## config.mk

```make
export PLATFORM = sky130hd
export DESIGN_NAME = master_bridge_async_fifo_rd_ctrl
export DESIGN_NICKNAME = d
export VERILOG_FILES = /design/src/rtl/master_bridge_async_fifo_rd_ctrl.sv
export SDC_FILE = /design/constraint.sdc
export NUM_CORES = 1
export LEC_CHECK = 0
export CAP_MARGIN = 20
export CELL_PAD_IN_SITES_DETAIL_PLACEMENT = 0
export CELL_PAD_IN_SITES_GLOBAL_PLACEMENT = 2
export CORE_ASPECT_RATIO = 1.1
export CORE_UTILIZATION = 30
export DETAILED_ROUTE_END_ITERATION = 7
export HOLD_SLACK_MARGIN = 0.12
export PLACE_DENSITY = 0.88
export SLEW_MARGIN = 20
export SYNTH_ARGS = -nofsm -noshare
export SYNTH_HDL_FRONTEND = slang
export SYNTH_SLANG_ARGS = --single-unit
```

## constraint.sdc

```tcl
create_clock -name CLK -period 2.9 [get_ports CLK]
set_clock_uncertainty 0.05 [all_clocks]
set_input_delay 0.725 -clock CLK [delete_from_list [all_inputs] [get_ports CLK]]
set_output_delay 0.725 -clock CLK [all_outputs]
set_load 0.02 [all_outputs]
```

## src/rtl/master_bridge_async_fifo_rd_ctrl.sv

```systemverilog
// Read-side pointer and status controller for the master bridge async FIFO.
// Lives in the read (consumer) clock domain. It keeps the binary read pointer
// and publishes its Gray form for the write-domain synchronizer. It compares
// that pointer against the synchronized write pointer to produce registered
// EMPTY, ALMOST_EMPTY, a conservative fill level and an underflow pulse.
module master_bridge_async_fifo_rd_ctrl #(
  parameter int ADDR_WIDTH      = 4,
  parameter int ALMOST_EMPTY_TH = 2
) (
  input  logic                  CLK,
  input  logic                  RST,
  input  logic                  RD_EN,
  input  logic [ADDR_WIDTH:0]   WR_PTR_GRAY_SYNC,
  output logic [ADDR_WIDTH-1:0] RD_ADDR,
  output logic                  RD_ACCEPT,
  output logic [ADDR_WIDTH:0]   RD_PTR_GRAY,
  output logic                  EMPTY,
  output logic                  ALMOST_EMPTY,
  output logic [ADDR_WIDTH:0]   RD_LEVEL,
  output logic                  UNDERFLOW
);

  localparam logic [ADDR_WIDTH:0] AE_TH = (ADDR_WIDTH + 1)'(ALMOST_EMPTY_TH);

  logic [ADDR_WIDTH:0] rd_bin_reg;
  logic [ADDR_WIDTH:0] rd_bin_next;
  logic [ADDR_WIDTH:0] rd_gray_next;
  logic [ADDR_WIDTH:0] wr_bin_sync;
  logic [ADDR_WIDTH:0] level_next;

  // A read is only accepted while the registered EMPTY flag is clear, so the
  // last entry can never be read twice.
  assign RD_ACCEPT = RD_EN & ~EMPTY;

  // Memory address comes straight from the pointer register; no path from RD_EN.
  assign RD_ADDR = rd_bin_reg[ADDR_WIDTH-1:0];

  assign rd_bin_next  = rd_bin_reg + {{ADDR_WIDTH{1'b0}}, RD_ACCEPT};
  assign rd_gray_next = rd_bin_next ^ (rd_bin_next >> 1);

  // Gray-to-binary: each binary bit is the XOR of all Gray bits at and above it.
  genvar gi;
  generate
    for (gi = 0; gi <= ADDR_WIDTH; gi++) begin : g_gray2bin
      assign wr_bin_sync[gi] = ^WR_PTR_GRAY_SYNC[ADDR_WIDTH:gi];
    end
  endgenerate

  // Modular difference; the wrap bit makes a full FIFO read as 2^ADDR_WIDTH.
  // Because the write pointer lags through the synchronizer, this can only
  // under-report the true fill.
  assign level_next = wr_bin_sync - rd_bin_next;

  // Pointer, Gray pointer and status flags, all updated from the next-state
  // pointer so that emptiness is seen on the same edge as the final read.
  always_ff @(posedge CLK or negedge RST) begin
    if (!RST) begin
      rd_bin_reg   <= '0;
      RD_PTR_GRAY  <= '0;
      EMPTY        <= 1'b1;
      ALMOST_EMPTY <= 1'b1;
      RD_LEVEL     <= '0;
      UNDERFLOW    <= 1'b0;
    end else begin
      rd_bin_reg   <= rd_bin_next;
      RD_PTR_GRAY  <= rd_gray_next;
      EMPTY        <= (rd_gray_next == WR_PTR_GRAY_SYNC);
      ALMOST_EMPTY <= (level_next <= AE_TH);
      RD_LEVEL     <= level_next;
      UNDERFLOW    <= RD_EN & EMPTY;
    end
  end

endmodule

```

==> run metrics <==
initial antenna violation count 0; Achievable Freq 356 MHz; Final WS setup 0.0930 ns; most common cell after layout, fill and taps aside clkdlybuf4s50_1; number of remaining DRC errors 0; CTS tree yes; clock sink count 17; port bufs 25; Row Count 21; hpwl dp 1.61 mm; Slew headroom 48.0%; final setup vio count 0; Reg2Reg Depth 10; die area 3390 um2; CP startpoint kind input port; largest net degree at the start of global routing 18; Final Core Density 48.1%; clock latency on the worst-skew pair 0.29 ns; Sw Share 41.9%; Setup Crit Path Kind input port to register; Internal 1.22 mW; WHS Endpoint UNDERFLOW; Cell variety after synth 26; HP Start EMPTY; number of synthesized register bits 17; Flop pwr share 20.9%; Tot GR Track Use 13.8%; core area 3020 um2; CTS Buffer Depth 2; Avg Inst Size Synth 12.0 um2; vias per inst 4.56; share of cells above drive strength 1 29.4%; first-pass GRT wire length 3.50 mm; power share of the clock group 6.2%; post-synthesis sequential area ratio 45.1%; Die W 55.6 um; synthesized cell area 948 um2; Net Count, Synth 93; routed wire length 2.06 mm; Net count, final 141; max-slew violation count 0; Power per Cell Area 1440 nW/um2; worst ir drop on vdd 0.713 mV; CTS Buf Count 3; clk root buf clkbuf_4; Ys Warns 0; most frequent cells in the layout clkdlybuf4s50_1, buf_4, dfrtp_1; Initial Utilization 31.4%; Area contributors post-synth dfrtp_1, xor2_1, xnor2_1, ha_1, dfstp_2; reg-to-reg startpoint EMPTY; sw power 877 uW; Static Leakage 0.656 nW; remaining global-route overflow 0; setup bufs post-CTS 0; Initial DRT Pass Iterations 4; Antenna Cells 0; Worst R2R End ALMOST_EMPTY; slew of the pin with the lowest slew margin 0.778 ns; vias in the first global route 796; Yosys top cell by area dfrtp_1; Required @ worst endpoint 3.08 ns; R2R setup slack 0.56 ns; wire per inst 12.8 um; Crit Path Max Fanout 3; CP endpoint kind register; Fin. Hold Viols 0; Fill cells 269; worst min path class register to register; Worst-path clk slew 0.10 ns; Max H-tree Level 1; top cell type's share of synthesized area 39.6%; initial detailed-routing violation count 11; via count 730; min Tclk post-route 2.81 ns; Tcrit/Tclk final 96.8%; synthesized instance count 79; Max-Cap Viols 0; post_cts resized 0; combinational share of power 72.9%; status completed; worst slack, placed -0.234 ns; WHS Path Cells 1; Placer Congestion 0.752; total power 2.09 mW; Die Y 61.0 um; Synth-to-Final Area Change 53.2%; antenna viol nets, final 0; Ports 26; critical path arrival 2.98 ns; CTS Hold Bufs 0
## critical path, cell delays in order
cell and delay [ns]:
clkdlybuf4s50_1 0.47, nor2b_4 0.15, ha_2 0.22, nand3_2 0.12
xor2_2 0.18, ha_1 0.32, a21oi_1 0.15, buf_4 0.15
xnor2_1 0.08, nor3_2 0.18, a31oi_1 0.07, a31oi_1 0.17
## kinds of logic (layout without fill, tap and decap cells)
family | after synthesis | in the layout | share of synthesized area (%)
AO/OA/AOI/OAI | 6 | 6 | 5.80
XOR/XNOR | 25 | 25 | 26.5
adder cells (fa/ha/maj) | 7 | 7 | 8.97
buffers and inverters | 8 | 55 | 3.30
flip-flops | 17 | 17 | 45.1
multiplexers | 1 | 1 | 1.06
AND/OR/NAND/NOR | 15 | 15 | 9.24
## cells in the mapped netlist
cell type / count
ha_1: 6
inv_1: 7
nand2b_4: 1
nor2_1: 1
and2_1: 1
o21bai_4: 1
o2111a_1: 1
a21oi_1: 1
xor2_1: 12
mux2i_1: 1
nor2b_1: 2
or3_1: 1
nor3_1: 2
xnor2_1: 10
xnor2_2: 2
o21bai_1: 1
a31oi_1: 2
nand4_1: 1
maj3_1: 1
and3_1: 1
nand2_1: 2
dfrtp_1: 15
dfstp_2: 2
xnor3_4: 1
nand3_1: 3
buf_2: 1
## per-stage QoR
step / TNS, ns / hold WS [ns] / instances / area (um2)
floorplan: 0 / 0.379 / 79 / 963
global placement: -0.153 / 0.496 / 156 / 1390
detailed placement: -0.292 / 0.494 / 156 / 1390
CTS: 0 / 0.508 / 160 / 1420
global route: -0.0201 / 0.514 / 160 / 1450
finish: 0 / 0.509 / 160 / 1450
## layout make-up
class                   count  area (um2)  share of cell area, %
flip-flops and latches     17         428                   29.5
multi-input cells          54         537                   37.0
inverters                   7        26.3                   1.81
repair buffers             44         393                   27.0
well taps                  34        42.5                   2.93
clock buffers               4        26.3                   1.81
## how the worst max path moves through the flow
stage / cells past startpoint / slack, ns / to / from
CTS: 11 / 0.07 / ALMOST_EMPTY / RD_EN
floorplan: 10 / 0.08 / ALMOST_EMPTY / RD_EN
global route: 12 / -0.02 / ALMOST_EMPTY / RD_EN
global placement: 11 / -0.15 / ALMOST_EMPTY / RD_EN
detailed placement: 11 / -0.23 / ALMOST_EMPTY / RD_EN
finish: 12 / 0.09 / ALMOST_EMPTY / RD_EN
## metal layers
metal / GRT usage, % / vias up / share of wire, %
li1: - / 355 / -
met1: 13.9 / 344 / 38
met2: 26.9 / 26 / 55
met3: 2.56 / 5 / 4.3
met4: 8.57 / 0 / 2.8
met5: 0 / - / 0
## power groups by stage
stage               clock network (mW)  registers [mW]  logic (mW)
global placement                     0           0.435        1.44
detailed placement                   0           0.437        1.48
CTS                              0.135           0.432        1.48
finish                           0.131           0.438        1.53
global route                     0.142           0.453        1.66
floorplan                            0           0.571       0.730
(Power assumes the default switching activity.)
